<file path="src/rtl/alu_exec_unit.sv">
// alu_exec_unit: registered ALU decode-and-execute stage with a valid/ready
// result register. Defining ALU_MUL_EN adds an iterative shift-add multiplier
// (MUL state, busy output, ALUControl code 1010); without it the unit is
// purely single-cycle and busy is tied low.
//
// state | meaning
// IDLE  | accepting requests whenever the result register is free or draining
// MUL   | multiplier iterating one bit per cycle, requests blocked
module alu_exec_unit #(
  parameter int DATA_WIDTH = 32,
  parameter int SHAMT_W    = $clog2(DATA_WIDTH)
) (
  input  logic                  clk,
  input  logic                  rst,
  input  logic                  flush,
  input  logic                  in_valid,
  output logic                  in_ready,
  input  logic [1:0]            ALUOp,
  input  logic [6:0]            opcode,
  input  logic [2:0]            fn3,
  input  logic [6:0]            fn7,
  input  logic [DATA_WIDTH-1:0] srcA,
  input  logic [DATA_WIDTH-1:0] srcB,
  output logic                  out_valid,
  input  logic                  out_ready,
  output logic [DATA_WIDTH-1:0] result,
  output logic                  zero,
  output logic [3:0]            ALUControl,
  output logic                  busy
);

  localparam logic [3:0] C_ADD  = 4'b0000;
  localparam logic [3:0] C_SUB  = 4'b0001;
  localparam logic [3:0] C_AND  = 4'b0010;
  localparam logic [3:0] C_OR   = 4'b0011;
  localparam logic [3:0] C_XOR  = 4'b0100;
  localparam logic [3:0] C_SLT  = 4'b0101;
  localparam logic [3:0] C_SLL  = 4'b0110;
  localparam logic [3:0] C_SRL  = 4'b0111;
  localparam logic [3:0] C_SRA  = 4'b1000;
  localparam logic [3:0] C_SLTU = 4'b1001;
`ifdef ALU_MUL_EN
  localparam logic [3:0] C_MUL  = 4'b1010;
`endif

  logic [3:0]            dec_ctrl;
  logic [DATA_WIDTH-1:0] alu_res;
  logic [SHAMT_W-1:0]    shamt;
  logic                  accept;

  // Only opcode[5] and fn7[5] steer the base decode; the rest is sunk here.
  logic unused_bits;
  assign unused_bits = ^{opcode[6], opcode[4:0], fn7[6], fn7[4:0]};

  assign shamt  = srcB[SHAMT_W-1:0];
  assign zero   = (result == '0);
  assign accept = in_valid & in_ready;

  // Main-decoder class plus funct fields to ALU control code.
  always_comb begin
    dec_ctrl = C_ADD;
    case (ALUOp)
      2'b01: begin
        case (fn3[2:1])
          2'b10:   dec_ctrl = C_SLT;
          2'b11:   dec_ctrl = C_SLTU;
          default: dec_ctrl = C_SUB;
        endcase
      end
      2'b10: begin
        case (fn3)
          3'b000:  dec_ctrl = (opcode[5] & fn7[5]) ? C_SUB : C_ADD;
          3'b001:  dec_ctrl = C_SLL;
          3'b010:  dec_ctrl = C_SLT;
          3'b011:  dec_ctrl = C_SLTU;
          3'b100:  dec_ctrl = C_XOR;
          3'b101:  dec_ctrl = fn7[5] ? C_SRA : C_SRL;
          3'b110:  dec_ctrl = C_OR;
          default: dec_ctrl = C_AND;
        endcase
`ifdef ALU_MUL_EN
        // M-extension encoding: only funct3=000 is supported, others fall back to add.
        if (opcode[5] && (fn7 == 7'b0000001)) begin
          dec_ctrl = (fn3 == 3'b000) ? C_MUL : C_ADD;
        end
`endif
      end
      default: dec_ctrl = C_ADD;
    endcase
  end

  // Single-cycle execute for every code except mul.
  always_comb begin
    alu_res = '0;
    case (dec_ctrl)
      C_ADD:   alu_res = srcA + srcB;
      C_SUB:   alu_res = srcA - srcB;
      C_AND:   alu_res = srcA & srcB;
      C_OR:    alu_res = srcA | srcB;
      C_XOR:   alu_res = srcA ^ srcB;
      C_SLT:   alu_res = {{(DATA_WIDTH-1){1'b0}}, ($signed(srcA) < $signed(srcB))};
      C_SLTU:  alu_res = {{(DATA_WIDTH-1){1'b0}}, (srcA < srcB)};
      C_SLL:   alu_res = srcA << shamt;
      C_SRL:   alu_res = srcA >> shamt;
      C_SRA:   alu_res = $unsigned($signed(srcA) >>> shamt);
      default: alu_res = '0;
    endcase
  end

`ifdef ALU_MUL_EN
  typedef enum logic {S_IDLE = 1'b0, S_MUL = 1'b1} state_t;

  state_t                state_q, state_d;
  logic                  dec_mul;
  logic                  mul_done;
  logic [SHAMT_W-1:0]    mul_cnt;
  logic [DATA_WIDTH-1:0] mcand, mplier, acc, acc_next;

  assign dec_mul  = (dec_ctrl == C_MUL);
  assign acc_next = acc + (mplier[0] ? mcand : '0);

  // State register.
  always_ff @(posedge clk or posedge rst) begin
    if (rst) state_q <= S_IDLE;
    else     state_q <= state_d;
  end

  // Next state, handshake and busy.
  always_comb begin
    state_d  = state_q;
    in_ready = 1'b0;
    busy     = 1'b0;
    mul_done = 1'b0;
    case (state_q)
      S_IDLE: begin
        in_ready = !out_valid | out_ready;
        if (in_valid && in_ready && dec_mul) state_d = S_MUL;
      end
      S_MUL: begin
        busy = 1'b1;
        if (mul_cnt == '0) begin
          mul_done = 1'b1;
          state_d  = S_IDLE;
        end
      end
      default: state_d = S_IDLE;
    endcase
    if (flush) state_d = S_IDLE;
  end

  // Result register and shift-add multiplier datapath.
  always_ff @(posedge clk or posedge rst) begin
    if (rst) begin
      out_valid  <= 1'b0;
      result     <= '0;
      ALUControl <= C_ADD;
      mul_cnt    <= '0;
      mcand      <= '0;
      mplier     <= '0;
      acc        <= '0;
    end else if (flush) begin
      out_valid <= 1'b0;
    end else if (accept) begin
      if (dec_mul) begin
        mcand     <= srcA;
        mplier    <= srcB;
        acc       <= '0;
        mul_cnt   <= SHAMT_W'(DATA_WIDTH - 1);
        out_valid <= 1'b0;
      end else begin
        result     <= alu_res;
        ALUControl <= dec_ctrl;
        out_valid  <= 1'b1;
      end
    end else if (busy) begin
      acc    <= acc_next;
      mcand  <= mcand << 1;
      mplier <= mplier >> 1;
      if (mul_done) begin
        result     <= acc_next;
        ALUControl <= C_MUL;
        out_valid  <= 1'b1;
      end else begin
        mul_cnt <= mul_cnt - 1'b1;
      end
    end else if (out_ready) begin
      out_valid <= 1'b0;
    end
  end
`else
  assign in_ready = !out_valid | out_ready;
  assign busy     = 1'b0;

  // Result register: load on accept, drop on consume, kill on flush.
  always_ff @(posedge clk or posedge rst) begin
    if (rst) begin
      out_valid  <= 1'b0;
      result     <= '0;
      ALUControl <= C_ADD;
    end else if (flush) begin
      out_valid <= 1'b0;
    end else if (accept) begin
      result     <= alu_res;
      ALUControl <= dec_ctrl;
      out_valid  <= 1'b1;
    end else if (out_ready) begin
      out_valid <= 1'b0;
    end
  end
`endif

endmodule

</file>
<file path="config.mk">
export PLATFORM = sky130hd
export DESIGN_NAME = alu_exec_unit
export DESIGN_NICKNAME = d
export VERILOG_FILES = /design/src/rtl/alu_exec_unit.sv
export SDC_FILE = /design/constraint.sdc
export NUM_CORES = 1
export LEC_CHECK = 0
export CORE_MARGIN = 10
export CORE_UTILIZATION = 34
export CTS_BUF_LIST = sky130_fd_sc_hd__clkbuf_8
export CTS_CLUSTER_SIZE = 24
export DETAILED_ROUTE_END_ITERATION = 10
export HOLD_SLACK_MARGIN = 0.12
export SETUP_SLACK_MARGIN = 0.2
export SYNTH_ARGS = -nofsm -noshare
export SYNTH_HDL_FRONTEND = slang
export SYNTH_SLANG_ARGS = --single-unit
</file>
<file path="constraint.sdc">
create_clock -name clk -period 5 [get_ports clk]
set_input_delay 1 -clock clk [delete_from_list [all_inputs] [get_ports clk]]
set_output_delay 1 -clock clk [all_outputs]
set_load 0.01 [all_outputs]
</file>
==> reports/results.ini <==
[timing]
slew_headroom=0.459
slew_viol_final=0
final-setup-viol-count=0
worstMarginPinSlew_ns=0.812
tns_ns=0
finalHoldViolCount=0
finalWorstSetupSlack_ns=0.568
max_freq_mhz=226
fin_skew_ns=0.0151
fin_crit_sh=0.886
grt_setup_unrepaired=no
layout_min_cycle_time_ns=4.43

[placement]
globalplace.congestion=1.01
place_hpwl_mm=42.7
dp_cells=2033
post-place-ws_ns=0.427
portBuffers=114
place_area_sq_um=12800

[cts]
clockBufferDepth=2
cts_tree=yes
postCtsHoldBufs=0
numClockSinks=37
cts_setup_buffers=0
worstSkewPairLatency_ns=0.31
clkSlewWorstSetupHoldPaths_ns=0.09
cts_inserted_buffers=5
cts_root_buf=clkbuf_8
cts_resized=0
htreeDepth=2

[routing]
avgRoutedWirePerCell_microns=26.5
dr.pass1.iters=6
drc_errors=0
vias=13100
via_per_inst=6.40
routed_wl_mm=54.0
first_iter_violations=2101
ant_nets=0

[power_and_ir_drop]
p_leak_nw=5.23
ir_drop_mv=0.109
power_density_nw_per_um2=174
finalPower_mw=2.25

[setup_path]
cpMostUsedCell=a21oi_1
crit_family=compound AO/OA/AOI/OAI gates
cpMaxStageDelayCell=clkdlybuf4s50_1
cp_max_fo=4
path_class=input pin to flop
cp-start-kind=input pin
crit_path_end_kind=flop
crit_chain=clkdlybuf4s50_1 > ha_1 > fa_1 > a21oi_1 > o211ai_1 > a221oi_1 > o21ba_2 > o21ai_0 > a21oi_1 > o21ai_0 > a221oi_1 > a21oi_1
cp.arrival_ns=4.60
cp.required_ns=5.16
critPathMaxStageDelay_ns=0.50
cp.buffers_inverters=1

[global_route]
busiest_layer=met2
antenna_found_initial=1
grt_max_degree=85
grt_pass1_wl_mm=79.6
track_usage=0.253
grt_pass1_vias=12200
grt-ovfl-total=0
use_met3=0.0437
use_met1=0.364
grtUsageMet2=0.379

[cells_and_area]
nFillCells=3369
layout_common_cells=162 x nor2_1, 144 x a21oi_1, 128 x nand2_1
design_area_sq_um=12900
synthToLayoutAreaGrowth_pct=16.8
final_nets=1796
final_cells=2042
layout_commonest_cell=nor2_1
drive_gt1_frac=0.131

[logic_synthesis]
synth_seq_cells=37
synthesis.area_sq_um=11100
syn_nets=1710
synthFlopType=dfrtp_1
yosysSeqAreaShare=0.0838
netlist_instances=1519
yosysUniqueCellTypes=99
synth_edf_count=0
avgSynthCellArea_sq_um=7.28
synthArstFlopShare=1.00
yosys_warnings=0

[floorplan]
core_sq_um=31800
die_h_microns=200
start_util=0.348
die_x_microns=200
rows=65
ios=128
dieArea_sq_um=40100

[run]
cap_viol_max_count=0

[run_status]
outcome=finished clean

[worst_hold_path]
hold_class=flop to flop

## per-stage QoR
stage                     hold WS, ns  utilization
after floorplan                 0.514            -
after detailed placement        0.469        0.403
final                           0.483        0.406
after CTS                       0.492        0.406
after global placement          0.466        0.403
after global routing            0.519        0.406
## final cells by class
type,count,area [sq um],share of cell area
Antenna cell,1,2.50,0.000194
Clock buffer,5,68.8,0.00533
Clock inverter,3,22.5,0.00174
Inverter,101,382,0.0296
Multi-Input combinational cell,1257,9150,0.709
Sequential cell,37,926,0.0717
Tap cell,435,544,0.0421
Timing Repair Buffer,203,1810,0.140
## where the power goes
group | total (mW) | internal [mW] | switching (mW)
Combinational | 1.57 | 0.640 | 0.929
Clock | 0.238 | 0.0993 | 0.138
Sequential | 0.440 | 0.364 | 0.0762
Total | 2.25 | 1.10 | 1.14
## tightest hold or removal path, cell delays in order, from the launching register on
cell     delay [ns]
dfrtp_1        0.35
nand2_1        0.05
nand2_1        0.05
## sequential cells by signal (all words and copies together), names as in the netlist
signal,count
result,32
out_valid,1
ALUControl,4
## worst paths after layout
| kind | start | to | slack, ns | cells after the start |
|---|---|---|---|---|
| min in group asynchronous | rst | ALUControl[3] | 1.10 | 3 |
| hold / removal | ALUControl[3] | ALUControl[3] | 0.48 | 2 |
| setup reg to reg | out_valid | result[15] | 2.55 | 6 |
| setup / recovery | srcA[0] | result[22] | 0.57 | 12 |
| max in group asynchronous | rst | result[22] | 3.51 | 3 |
| hold reg to reg | ALUControl[3] | ALUControl[3] | 0.48 | 2 |
## Yosys cell counts, types with 6 or more instances
cell type  number  area share
and2_1          7      0.0040
o31a_1          6      0.0048
a211oi_1       36       0.024
nor3_1         33       0.015
nor2b_1        10      0.0057
xnor2_1         7      0.0055
mux2i_1        49       0.044
buf_1          15      0.0051
mux2_2         19       0.019
clkbuf_1       57       0.019
a21oi_1       145       0.066
ha_1          101        0.11
inv_1          96       0.033
o211ai_1       18       0.012
nor2_1        162       0.055
a221oi_1       11      0.0087
o31ai_1        11      0.0075
or3_1          14      0.0079
buf_4           9      0.0061
o221ai_1       14       0.011
a31oi_1        24       0.014
o21a_1          7      0.0048
o22ai_1        32       0.018
nand2b_1       11      0.0062
nand3_1        26       0.012
buf_6           6      0.0061
and3_1         10      0.0057
buf_2          36       0.016
dfrtp_1        37       0.084
nand4_1        16      0.0091
nor4_1         16      0.0091
nand2_1       128       0.043
a22oi_1         9      0.0061
o21bai_1       13      0.0088
a221o_1         8      0.0072
mux4_2         43       0.088
a21o_1         18       0.012
o22a_1          9      0.0071
o21ai_0       121       0.055
## routing by layer
layer,share of wire,vias up
met4,0.025,0
met1,0.44,6393
met2,0.43,720
li1,-,5880
met5,0,-
met3,0.10,79
## kinds of logic after synthesis
family	after synthesis	share of synthesized area
adders and majority gates	103	0.118
AOI/OAI and AO/OA	565	0.342
other	1	0.000339
xor gates and xnor gates	7	0.00555
buffers and inverters	225	0.0893
muxes	117	0.165
and+or+nand+nor	464	0.197
DFF	37	0.0838
(Power assumes the default switching activity.)
